$ cat src/rtl/spi_reg_writer.sv
// spi_reg_writer: mode-0 SPI master that serialises 16-bit {write, addr, data} register frames
module spi_reg_writer #(
  parameter int CLK_DIV    = 4,
  parameter int GAP_CYCLES = 4
) (
  input  logic       clk,
  input  logic       rst_n,
  input  logic       i_req_valid,
  output logic       o_req_ready,
  input  logic       i_req_write,
  input  logic [6:0] i_req_addr,
  input  logic [7:0] i_req_data,
  output logic       o_busy,
  output logic       o_done,
  output logic       o_ncs,
  output logic       o_sclk,
  output logic       o_copi
);
  localparam int CW = $clog2(CLK_DIV + 1);
  localparam int GW = $clog2(GAP_CYCLES + 1);
  localparam logic [CW-1:0] C_LAST = CW'(CLK_DIV - 1);
  localparam logic [GW-1:0] G_LAST = GW'(GAP_CYCLES - 1);
  typedef enum logic [1:0] {IDLE, SETUP, SHIFT, GAP} state_t;
  state_t        r_state, w_state;
  logic [CW-1:0] r_cnt, w_cnt;
  logic [4:0]    r_edge, w_edge;
  logic [GW-1:0] r_gap, w_gap;
  logic [15:0]   r_sr, w_sr;
  logic          r_ncs, w_ncs;
  logic          r_sclk, w_sclk;
  logic          r_copi, w_copi;
  logic          r_done, w_done;
  logic          w_half_end;
  assign w_half_end  = r_cnt == C_LAST;
  assign o_req_ready = r_state == IDLE;
  assign o_busy      = r_state != IDLE;
  assign o_done      = r_done;
  assign o_ncs       = r_ncs;
  assign o_sclk      = r_sclk;
  assign o_copi      = r_copi;
  // State, counters, shift register and registered pin drivers; reset idles the bus immediately
  always_ff @(posedge clk or negedge rst_n) begin
    if (!rst_n) begin
      r_state <= IDLE;
      r_cnt   <= '0;
      r_edge  <= '0;
      r_gap   <= '0;
      r_sr    <= '0;
      r_ncs   <= 1'b1;
      r_sclk  <= 1'b0;
      r_copi  <= 1'b0;
      r_done  <= 1'b0;
    end else begin
      r_state <= w_state;
      r_cnt   <= w_cnt;
      r_edge  <= w_edge;
      r_gap   <= w_gap;
      r_sr    <= w_sr;
      r_ncs   <= w_ncs;
      r_sclk  <= w_sclk;
      r_copi  <= w_copi;
      r_done  <= w_done;
    end
  end
  // Next state and next pin values; COPI only moves on SCLK falls so each bit has D cycles of setup and hold
  always_comb begin
    w_state = r_state;
    w_cnt   = r_cnt;
    w_edge  = r_edge;
    w_gap   = r_gap;
    w_sr    = r_sr;
    w_ncs   = r_ncs;
    w_sclk  = r_sclk;
    w_copi  = r_copi;
    w_done  = 1'b0;
    unique case (r_state)
      IDLE: begin
        if (i_req_valid) begin
          w_state = SETUP;
          w_sr    = {i_req_write, i_req_addr, i_req_data};
          w_cnt   = '0;
          w_ncs   = 1'b0;
          w_sclk  = 1'b0;
          w_copi  = i_req_write;
        end
      end
      SETUP: begin
        w_cnt = w_half_end ? '0 : r_cnt + 1'b1;
        if (w_half_end) begin
          w_state = SHIFT;
          w_edge  = '0;
          w_sclk  = 1'b1;
        end
      end
      SHIFT: begin
        w_cnt = w_half_end ? '0 : r_cnt + 1'b1;
        if (w_half_end && r_edge == 5'd31) begin
          w_state = GAP;
          w_gap   = '0;
          w_ncs   = 1'b1;
          w_sclk  = 1'b0;
          w_copi  = 1'b0;
        end else if (w_half_end) begin
          w_edge = r_edge + 5'd1;
          w_sclk = ~r_sclk;
          if (r_sclk) begin
            w_sr   = {r_sr[14:0], 1'b0};
            w_copi = (r_edge == 5'd30) ? 1'b0 : r_sr[14];
          end
        end
      end
      GAP: begin
        w_gap = (r_gap == G_LAST) ? '0 : r_gap + 1'b1;
        if (r_gap == G_LAST) begin
          w_state = IDLE;
          w_done  = 1'b1;
        end
      end
    endcase
  end
endmodule

$ cat config.mk
export PLATFORM = sky130hd
export DESIGN_NAME = spi_reg_writer
export DESIGN_NICKNAME = d
export VERILOG_FILES = /design/src/rtl/spi_reg_writer.sv
export SDC_FILE = /design/constraint.sdc
export NUM_CORES = 1
export LEC_CHECK = 0
export BUFFER_PORTS_ARGS = -buffer_cell sky130_fd_sc_hd__buf_4
export CAP_MARGIN = 20
export CORE_MARGIN = 2
export CORE_UTILIZATION = 43
export CTS_BUF_LIST = sky130_fd_sc_hd__clkbuf_4
export CTS_CLUSTER_DIAMETER = 100
export CTS_CLUSTER_SIZE = 40
export DETAILED_ROUTE_END_ITERATION = 8
export GPL_ROUTABILITY_DRIVEN = 0
export HOLD_SLACK_MARGIN = 0.05
export PLACE_DENSITY = 0.75
export SYNTH_ARGS = -nofsm -noshare
export SYNTH_HDL_FRONTEND = slang
export SYNTH_SLANG_ARGS = --single-unit
$ cat constraint.sdc
create_clock -name clk -period 1.93 [get_ports clk]
set_input_delay 0.0965 -clock clk [delete_from_list [all_inputs] [get_ports clk]]
set_output_delay 0.0965 -clock clk [all_outputs]
set_load 0.01 [all_outputs]
==> results of run 1 <==
## layer usage
layer	part of all wire (%)	vias up
met2	49	51
met1	45	775
met5	0	-
met3	3.8	11
met4	2.5	0
li1	-	778
## worst paths after layout
check                         startpoint        to  slack (ns)  depth (start not counted)
max                            r_edge[0]   r_sr[0]        0.08                          7
max reg2reg                    r_edge[0]   r_sr[0]        0.08                          7
min in group asynchronous          rst_n  r_sr[14]        0.22                          2
min                        i_req_data[0]   r_sr[0]        0.06                          3
max in group asynchronous          rst_n     o_ncs        1.38                          2
min reg2reg                     r_gap[2]    o_done        0.50                          1
## worst register-to-register path, cell delays in order (launching register included)
cell and delay [ns]:
sky130_fd_sc_hd__dfrtp_1 0.40, sky130_fd_sc_hd__ha_1 0.21, sky130_fd_sc_hd__and3_1 0.19, sky130_fd_sc_hd__ha_2 0.18
sky130_fd_sc_hd__and4bb_4 0.39, sky130_fd_sc_hd__nand2b_1 0.17, sky130_fd_sc_hd__o21ai_1 0.08, sky130_fd_sc_hd__o2bb2ai_1 0.12
## stage by stage
stage / TNS (ns) / util, % / setup slack, ns
finish: 0 / 57.7 / 0.0831
global route: -0.00597 / 57.7 / -0.00597
CTS: 0 / 56.5 / 0.0516
detailed placement: 0 / 51.1 / 0.000932
global placement: 0 / 51.1 / 0.0647
floorplan: 0 / - / 0.0297
## placed cells by master, fill, tap and decap left out, drive strengths merged, types with 2 or more instances in the layout
master / count
o22ai: 26
o21ai: 12
ha: 10
clkbuf: 5
and2b: 2
nand3: 2
nand2b: 2
buf: 34
nor2: 4
nand2: 17
dlygate4sd3: 14
nor2b: 2
mux2: 2
o2bb2ai: 2
a31oi: 4
a22o: 2
inv: 9
mux2i: 4
nand4: 3
a21oi: 22
dfrtp: 31
## registers in the layout (all words and copies together), names as in the netlist
register  flops
r_sr         15
r_edge        5
r_cnt         3
r_gap         3
r_state       2
o_copi        1
o_done        1
o_ncs         1
o_sclk        1
## power by group through the flow
stage / registers (W) / clock network [W] / logic, W
after global routing: 0.000670 / 0.000554 / 0.0000759
after global placement: 0.000683 / 0 / 0.0000478
after detailed placement: 0.000683 / 0 / 0.0000478
after floorplan: 0.000683 / 0 / 0.00000299
final: 0.000670 / 0.000525 / 0.0000695
after CTS: 0.000670 / 0.000536 / 0.0000703
## area by class of cell
type                       count  area, um^2
fill                         351        1720
inverter                       9        33.8
tap                           50        62.6
multi-input combinational    132         963
clock buffer                   5        37.5
clock inverter                 3        42.5
sequential                    32         802
timing repair buffer          48         399
## cell families after synthesis
group	count (synthesis)	synth area share, %
adders and majority gates	10	6.82
and+or+nand+nor	37	11.3
buffers and inverters	20	6.34
DFF	32	43.7
AOI/OAI and AO/OA	79	28.0
muxes	6	3.82
## what timing repair did
item / in CTS / in global routing
pin swaps: 0 / 1
setup endpoints to repair: 2 / 14
hold endpoints to repair: 45 / 0
gates resized for setup: 1 / 8
hold buffers: 14 / 0
==> impl_metrics.py, run 1 <==
metrics = {
    "sta": {
        "final.hold.worst_slack_ns": 0.0561,
        "fmax_mhz": 541,
        "worst_slew_pin_slew_ns": 0.546,
        "finalClockSkew_ns": 0.0133,
        "final_min_period_over_clock_period_pct": 95.7,
        "fin_crit_ns": 1.85,
        "timing_hold_violations_final": 0,
        "timing.final.setup_violations": 0,
        "slew_headroom_pct": 63.6,
        "maxSlewViolCount": 0,
    },
    "synthesis": {
        "synth.most_common_cell": "sky130_fd_sc_hd__dfrtp_1",
        "netlist_top_cells_count": "sky130_fd_sc_hd__dfrtp_1, sky130_fd_sc_hd__o22ai_1, sky130_fd_sc_hd__a21oi_1",
        "synth_area_um2": 1840,
        "synthDominantAreaCellType": "sky130_fd_sc_hd__dfrtp_1",
        "postSynthRegisterBits": 32,
        "postSynthNetCount": 213,
        "mean_syn_cell_area_um2": 9.98,
        "ys.warnings.count": 0,
        "ys_top_cells_by_area": "sky130_fd_sc_hd__dfrtp_1, sky130_fd_sc_hd__o22ai_1, sky130_fd_sc_hd__ha_1",
        "asyncSetResetFlopFracSynth_pct": 100,
        "netlist-cell-type-count": 47,
        "dominantRegCellSynth": "sky130_fd_sc_hd__dfrtp_1",
        "postSynthCellCount": 184,
        "synth_edf_count": 0,
        "yosysTopAreaCellShare_pct": 42.3,
        "yosysSeqAreaShare_pct": 43.7,
    },
    "job": {
        "cap_violations": 0,
    },
    "route": {
        "drt-total-wl_mm": 4.38,
        "drc_errors": 0,
        "via_density_per_instance": 5.79,
        "num_vias": 1615,
        "detail_route.first_pass.iterations": 4,
        "wl_per_cell_um": 15.7,
        "antenna_left": 0,
        "drt_iter0_markers": 177,
    },
    "grt": {
        "grt_util_met2_pct": 31.0,
        "globalRouteOverflowTotal": 0,
        "grt_most_used_layer": "met2",
        "global_route.usage.met3_pct": 3.49,
        "grt_max_degree": 33,
        "global_route_wire_length_before_repair_mm": 7.29,
        "use_met1_pct": 23.0,
        "grt_antenna_before_repair": 0,
        "global_route.usage.total_pct": 18.7,
        "grt_pass1_vias": 1654,
    },
    "placement": {
        "dp_hpwl_mm": 2.87,
        "numPlacedInstances": 257,
        "placement.cell_area_um2": 2070,
        "port_buffers": 24,
    },
    "cts": {
        "master_cell_of_the_clock_root_buffer": "sky130_fd_sc_hd__clkbuf_4",
        "post_cts_buffers": 0,
        "tritoncts": "yes",
        "cts_htree_levels": 2,
        "numCtsBuffers": 5,
        "clock_latency_on_the_worst_skew_pair_ns": 0.35,
        "clockBufferDepth": 2,
        "cts_num_sinks": 32,
        "clk_transition_reported_paths_ns": 0.10,
    },
    "power_and_ir_drop": {
        "fin_total_pwr_w": 0.00126,
        "power.share.clock_pct": 41.5,
        "relative_contribution_of_combinational_cells_to_total_power_pct": 5.5,
        "seqPwrFrac_pct": 53.0,
        "internal_w": 0.000984,
        "static-leakage-power_nw": 1.09,
        "max-vdd-ir-drop_v": 0.000246,
        "p_per_area_nw_per_um2": 540,
        "total_switching_power_w": 0.000281,
        "sw_frac_of_total_pct": 22.2,
    },
    "die": {
        "start_util_pct": 45.2,
        "die_width_um": 69.3,
        "floorplan.die_area_um2": 4810,
        "io_pins": 25,
        "floorplan.core_area_um2": 4060,
        "rows": 23,
        "dieHeight_um": 69.3,
    },
    "worst_setup_path": {
        "path_delay_family": "simple AND/OR/NAND/NOR gates",
        "worst-path-buf-inv": 0,
        "cp_slowest_cell": "sky130_fd_sc_hd__dfrtp_1",
        "endpoint_kind": "flop",
        "cp_data_required_time_ns": 2.17,
        "critPathMaxStageDelay_ns": 0.40,
        "start_kind": "flop",
        "worst-endpoint-arrival_ns": 2.09,
        "setup.worst_path.class": "reg2reg",
        "cp_max_fo": 7,
        "sequence_of_cells_on_the_critical_path": "ha_1 > and3_1 > ha_2 > and4bb_4 > nand2b_1 > o21ai_1 > o2bb2ai_1",
    },
    "status": {
        "outcome": "finished clean",
    },
    "layout": {
        "nNetsFinal": 257,
        "instances_no_fill": 279,
        "drive_gt1_share_pct": 25.8,
        "fin_area_um2": 2340,
        "antennaDiodeCount": 0,
        "syn2layout_area_growth_pct": 27.5,
    },
    "min_path": {
        "timing.hold.worst.class": "in2reg",
    },
}
No activity file was read; power rests on OpenSTA's default activity.
==> inputs of run 2 (changes only) <==
--- a/config.mk
+++ b/config.mk
@@ -15,7 +15,7 @@
 export DETAILED_ROUTE_END_ITERATION = 8
 export GPL_ROUTABILITY_DRIVEN = 0
 export HOLD_SLACK_MARGIN = 0.05
-export PLACE_DENSITY = 0.75
+export PLACE_DENSITY = 0.73
 export SYNTH_ARGS = -nofsm -noshare
 export SYNTH_HDL_FRONTEND = slang
 export SYNTH_SLANG_ARGS = --single-unit
==> constraint.sdc (replaced) <==
create_clock -name clk -period 1.9 [get_ports clk]
set_input_delay 0.095 -clock clk [delete_from_list [all_inputs] [get_ports clk]]
set_output_delay 0.095 -clock clk [all_outputs]
set_load 0.01 [all_outputs]
==> run 2 against run 1 <==
Compared with the run above:
- combinational power increased by 2%
- hold slack improved by 0.013 ns
- die area unchanged
- clock-buffer cell count unchanged
- clock skew increased by 0.0024 ns
- non-clock buffer count unchanged
- first-iteration DRC count decreased by 33%
- critical path type unchanged
- largest cell class unchanged
- largest power group unchanged
==> impl_metrics.py, run 2 (synthesized netlist as in run 1, its figures left out) <==
metrics = {
    "layout": {
        "antennaDiodeCount": 0,
        "sequential_cell_area_in_the_final_layout_um2": 802,
        "multi_input_comb_area_um2": 931,
        "reg_top3": "r_sr x15, r_edge x5",
        "layout.core_utilization_pct": 57.1,
        "leading_cell_types_in_the_layout_fill_and_taps_excluded": "sky130_fd_sc_hd__buf_4, sky130_fd_sc_hd__dfrtp_1, sky130_fd_sc_hd__o22ai_1",
        "layout.cells.most_common": "sky130_fd_sc_hd__buf_4",
        "register_containing_the_most_flip_flops_in_the_final_layout": "r_sr",
        "fillerInstances": 355,
        "largest_reg_flops": 15,
        "syn2layout_area_growth_pct": 26.2,
        "drive_gt1_share_pct": 24.9,
        "nNetsFinal": 257,
    },
    "worst_setup_path": {
        "regToRegSetupSlack_ns": 0.10,
        "crit_top_cell": "sky130_fd_sc_hd__ha_2",
        "cp_data_required_time_ns": 2.13,
        "critPathMaxStageDelay_ns": 0.40,
        "cp_max_fo": 6,
        "cp_slowest_cell": "sky130_fd_sc_hd__dfrtp_1",
        "endpoint_kind": "flop",
        "worst-path-buf-inv": 1,
        "setup.worst_path.class": "reg2reg",
        "path_delay_family": "simple AND/OR/NAND/NOR gates",
        "start_kind": "flop",
        "worst-endpoint-arrival_ns": 2.02,
        "sequence_of_cells_on_the_critical_path": "ha_2 > and3_1 > ha_2 > and4bb_2 > buf_4 > nand3b_1 > o21ai_0 > a21oi_1",
    },
    "cts": {
        "clockBufferDepth": 2,
        "numCtsBuffers": 5,
        "post_cts_buffers": 0,
        "cts_htree_levels": 2,
        "cts_num_sinks": 32,
        "tritoncts": "yes",
        "master_cell_of_the_clock_root_buffer": "sky130_fd_sc_hd__clkbuf_4",
        "clk_transition_reported_paths_ns": 0.11,
        "clock_latency_on_the_worst_skew_pair_ns": 0.34,
    },
    "die": {
        "io_pins": 25,
        "floorplan.die_area_um2": 4810,
        "die_width_um": 69.3,
        "floorplan.core_area_um2": 4060,
        "dieHeight_um": 69.3,
        "rows": 23,
        "start_util_pct": 45.2,
    },
    "sta": {
        "final.setup.tns_ns": 0,
        "grt_setup_unrepaired": "false",
        "worst_slew_pin_slew_ns": 0.423,
        "slew_headroom_pct": 71.8,
        "timing_hold_violations_final": 0,
        "timing.final.setup_violations": 0,
        "finalClockSkew_ns": 0.0157,
        "maxSlewViolCount": 0,
        "fmax_mhz": 557,
        "finalWorstSetupSlack_ns": 0.104,
        "fin_crit_ns": 1.80,
        "final_min_period_over_clock_period_pct": 94.5,
    },
    "route": {
        "drc_errors": 0,
        "drt-total-wl_mm": 4.15,
        "via_density_per_instance": 5.71,
        "drt_iter0_markers": 119,
        "num_vias": 1593,
        "antenna_left": 0,
        "wl_per_cell_um": 14.9,
        "detail_route.first_pass.iterations": 4,
    },
    "grt": {
        "globalRouteOverflowTotal": 0,
        "grt_pass1_vias": 1628,
        "global_route_wire_length_before_repair_mm": 7.24,
        "grt_antenna_before_repair": 0,
        "grt_max_degree": 33,
        "global_route.usage.total_pct": 18.5,
    },
    "placement": {
        "pre_cts_slack_ns": 0.0964,
        "dp_hpwl_mm": 2.80,
        "port_buffers": 24,
    },
    "power_and_ir_drop": {
        "p_per_area_nw_per_um2": 551,
        "static-leakage-power_nw": 1.09,
        "max-vdd-ir-drop_v": 0.000543,
    },
    "min_path": {
        "timing.hold.worst.class": "in2reg",
    },
    "job": {
        "cap_violations": 0,
    },
    "status": {
        "outcome": "finished clean",
    },
}
run 2: worst paths after layout:
| check | start | to | cells past startpoint |
|---|---|---|---|
| worst max-delay path | r_edge[1] | r_sr[12] | 8 |
| worst min-delay path | i_req_addr[4] | r_sr[12] | 3 |
| worst max register to register | r_edge[1] | r_sr[12] | 8 |
| worst min register to register | r_gap[2] | o_done | 1 |
| max in group asynchronous | rst_n | o_ncs | 2 |
| min in group asynchronous | rst_n | r_state[1] | 2 |
run 2: report_power, final:
group / internal (W) / switching [W]
combinational: 0.0000442 / 0.0000269
clock: 0.000274 / 0.000250
sequential: 0.000681 / 0
run 2: timing repair:
item,CTS,global route
hold buffers,14,0
endpoints found under the hold margin,45,0
endpoints found under the setup margin,0,8
gates resized for setup,0,3
run 2: layer usage:
metal / track usage, % / routed length (um)
met2: 30.2 / 2010
met3: 3.78 / 101
met5: 0 / 0
met4: 8.28 / 84
met1: 23.5 / 1950
run 2: per-stage QoR:
| stage | hold slack (ns) | power [W] | cell area, um^2 | cells |
|---|---|---|---|---|
| after floorplan | -0.201 | 0.000697 | 1840 | 184 |
| after global placement | 0.0629 | 0.000743 | 2090 | 257 |
| after detailed placement | 0.0628 | 0.000743 | 2090 | 257 |
| after CTS | 0.0598 | 0.00129 | 2310 | 279 |
| after global routing | 0.0626 | 0.00133 | 2320 | 279 |
| final | 0.0691 | 0.00128 | 2320 | 279 |
run 2: worst min-delay path, cell delays in order:
cell	delay, ns
sky130_fd_sc_hd__buf_4	0.08
sky130_fd_sc_hd__o21ai_0	0.06
sky130_fd_sc_hd__a21oi_1	0.13
run 2: area by class of cell:
cell class / count / area share (%)
timing repair buffer: 48 / 17.6
multi-input combinational: 132 / 40.2
tap: 50 / 2.70
clock inverter: 3 / 1.84
clock buffer: 5 / 1.62
inverter: 9 / 1.46
sequential: 32 / 34.6
==> inputs of run 3 (changes only) <==
--- a/config.mk
+++ b/config.mk
@@ -8,14 +8,14 @@
 export BUFFER_PORTS_ARGS = -buffer_cell sky130_fd_sc_hd__buf_4
 export CAP_MARGIN = 20
 export CORE_MARGIN = 2
-export CORE_UTILIZATION = 43
+export CORE_UTILIZATION = 45
 export CTS_BUF_LIST = sky130_fd_sc_hd__clkbuf_4
 export CTS_CLUSTER_DIAMETER = 100
 export CTS_CLUSTER_SIZE = 40
 export DETAILED_ROUTE_END_ITERATION = 8
 export GPL_ROUTABILITY_DRIVEN = 0
 export HOLD_SLACK_MARGIN = 0.05
-export PLACE_DENSITY = 0.73
+export PLACE_DENSITY = 0.75
 export SYNTH_ARGS = -nofsm -noshare
 export SYNTH_HDL_FRONTEND = slang
 export SYNTH_SLANG_ARGS = --single-unit
==> run 3 against run 2 <==
Compared with the run above:
- sequential cell count stayed put
- critical path depth unchanged
- maximum frequency down 2.4%
- sequential share of layout area down 0.075 points
- register-to-register slack got worse by 0.04 ns
- utilization grew 1.4 points
- cell count rose by 1.1%
- combinational power rose by 3.7%
- total power decreased by 11%
- via count up 3.8%
- clock power down 27%
- largest cell class unchanged
- highest routed layer unchanged
==> impl_metrics.py, run 3 (synthesized netlist as in run 1, its figures left out) <==
metrics = {
    "status": {
        "outcome": "finished clean",
    },
    "route": {
        "drc_errors": 0,
        "top_signal_layer_used": "met4",
        "drt-total-wl_mm": 4.47,
        "antenna_left": 0,
        "routed_met2_length_mm": 2.35,
        "drt_iter0_markers": 113,
        "via_density_per_instance": 5.86,
        "detail_route.first_pass.iterations": 4,
        "routedLengthMet1_mm": 1.90,
        "routed-wl-met3_um": 156,
        "num_vias": 1653,
        "wl_per_cell_um": 15.9,
    },
    "placement": {
        "dp_hpwl_mm": 2.96,
        "port_buffers": 24,
        "placement.cell_area_um2": 2100,
    },
    "die": {
        "floorplan.die_area_um2": 4610,
        "rows": 23,
        "die_width_um": 67.9,
        "io_pins": 25,
        "floorplan.core_area_um2": 3970,
        "dieHeight_um": 67.9,
        "start_util_pct": 46.2,
    },
    "sta": {
        "final.setup.tns_ns": 0,
        "fmax_mhz": 543,
        "slew_headroom_pct": 71.9,
        "final.hold.worst_slack_ns": 0.0662,
        "fin_crit_ns": 1.84,
        "final_min_period_over_clock_period_pct": 96.9,
        "timing_hold_violations_final": 0,
        "maxSlewViolCount": 0,
        "finalClockSkew_ns": 0.00604,
        "timing.final.setup_violations": 0,
        "worst_slew_pin_slew_ns": 0.422,
        "grt_setup_unrepaired": "false",
    },
    "grt": {
        "grt_max_degree": 33,
        "grt_pass1_vias": 1603,
        "grt_antenna_before_repair": 0,
        "global_route.usage.total_pct": 21.3,
        "globalRouteOverflowTotal": 0,
        "global_route_wire_length_before_repair_mm": 7.24,
    },
    "layout": {
        "drive_gt1_share_pct": 25.4,
        "antennaDiodeCount": 0,
        "nNetsFinal": 260,
        "leading_cell_types_in_the_layout_fill_and_taps_excluded": "sky130_fd_sc_hd__buf_4, sky130_fd_sc_hd__dfrtp_1, sky130_fd_sc_hd__o22ai_1",
        "layout.cells.most_common": "sky130_fd_sc_hd__buf_4",
        "fin_area_um2": 2320,
        "syn2layout_area_growth_pct": 26.5,
        "register_containing_the_most_flip_flops_in_the_final_layout": "r_sr",
        "reg_top3": "r_sr x15, r_edge x5",
        "largest_reg_flops": 15,
        "fillerInstances": 355,
    },
    "power_and_ir_drop": {
        "internal_w": 0.000862,
        "max-vdd-ir-drop_v": 0.000302,
        "p_per_area_nw_per_um2": 489,
        "sw_frac_of_total_pct": 24.2,
        "seqPwrFrac_pct": 59.9,
        "total_switching_power_w": 0.000274,
        "relative_contribution_of_combinational_cells_to_total_power_pct": 6.5,
        "power.share.clock_pct": 33.6,
        "static-leakage-power_nw": 1.09,
    },
    "cts": {
        "clockBufferDepth": 2,
        "numCtsBuffers": 5,
        "tritoncts": "yes",
        "clk_transition_reported_paths_ns": 0.11,
        "master_cell_of_the_clock_root_buffer": "sky130_fd_sc_hd__clkbuf_4",
        "cts_num_sinks": 32,
        "cts_htree_levels": 2,
        "clock_latency_on_the_worst_skew_pair_ns": 0.34,
    },
    "job": {
        "cap_violations": 0,
    },
    "worst_setup_path": {
        "worst-endpoint-arrival_ns": 2.07,
        "cp_max_fo": 6,
        "reg2reg_depth": 8,
        "setup.worst_path.class": "reg2reg",
        "start_kind": "flop",
        "endpoint_kind": "flop",
        "cp_data_required_time_ns": 2.13,
    },
    "min_path": {
        "timing.hold.worst.class": "in2reg",
        "hold_depth": 3,
    },
}
==> run 3: cell count changes in the layout (fill, tap and decap cells not counted), sizes merged <==
cell / before / now
buf: 34 / 35
clkinvlp: 1 / 0
bufinv: 1 / 0
clkinv: 1 / 3
nand2: 17 / 18
dlygate4sd3: 14 / 15
==> run 3: repair_timing <==
action,4_1_cts,5_1_grt
endpoints found under the hold margin,45,1
hold buffers,14,1
endpoints found under the setup margin,0,14
buffers inserted,0,0
resized for setup,0,5
==> run 3: stage by stage <==
stage | total power (W) | util [%] | setup WS (ns) | cells
CTS | 0.00114 | 57.6 | 0.0287 | 280
global route | 0.00119 | 58.5 | 0.000261 | 282
floorplan | 0.000697 | - | 0.0282 | 184
finish | 0.00114 | 58.5 | 0.0593 | 282
global placement | 0.000743 | 52.8 | 0.108 | 258
detailed placement | 0.000743 | 52.8 | 0.0436 | 258
==> run 3: power groups by stage <==
stage / Sequential [W] / Combinational (W) / Clock, W
after CTS: 0.000681 / 0.0000720 / 0.000392
after floorplan: 0.000694 / 0.00000304 / 0
after detailed placement: 0.000694 / 0.0000492 / 0
final: 0.000681 / 0.0000737 / 0.000382
after global routing: 0.000681 / 0.0000807 / 0.000425
after global placement: 0.000694 / 0.0000487 / 0
==> run 3: metal layers <==
metal  up-vias  track usage (%)
met3         5             5.43
met2        27             37.6
li1        791                -
met4         0             7.75
met5         -                0
met1       830             25.0
==> run 3: path summary, 6_finish.rpt <==
kind	from	slack [ns]	end
setup / recovery	r_edge[0]	0.06	r_sr[12]
hold / removal	i_req_addr[4]	0.07	r_sr[12]
setup reg to reg	r_edge[0]	0.06	r_sr[12]
hold reg to reg	r_gap[2]	0.47	o_done
max in group asynchronous	rst_n	1.35	o_ncs
min in group asynchronous	rst_n	0.22	r_state[1]
==> run 3: layout make-up <==
cell class,instances,area (um^2),area share (%)
repair buffers,50,425,18.3
flip-flops and latches,32,802,34.5
multi-input cells,133,947,40.8
inverters,9,33.8,1.45
clock inverters,3,13.8,0.593
clock buffers,5,37.5,1.62
well taps,50,62.6,2.69
==> run 3: critical path, cell delays in order (launching register included) <==
cell and delay [ns]:
sky130_fd_sc_hd__dfrtp_1 0.39, sky130_fd_sc_hd__ha_2 0.19, sky130_fd_sc_hd__and3_1 0.19, sky130_fd_sc_hd__ha_2 0.20
sky130_fd_sc_hd__and4bb_4 0.36, sky130_fd_sc_hd__buf_4 0.16, sky130_fd_sc_hd__nand3b_1 0.07, sky130_fd_sc_hd__o21ai_0 0.08
sky130_fd_sc_hd__a21oi_1 0.08
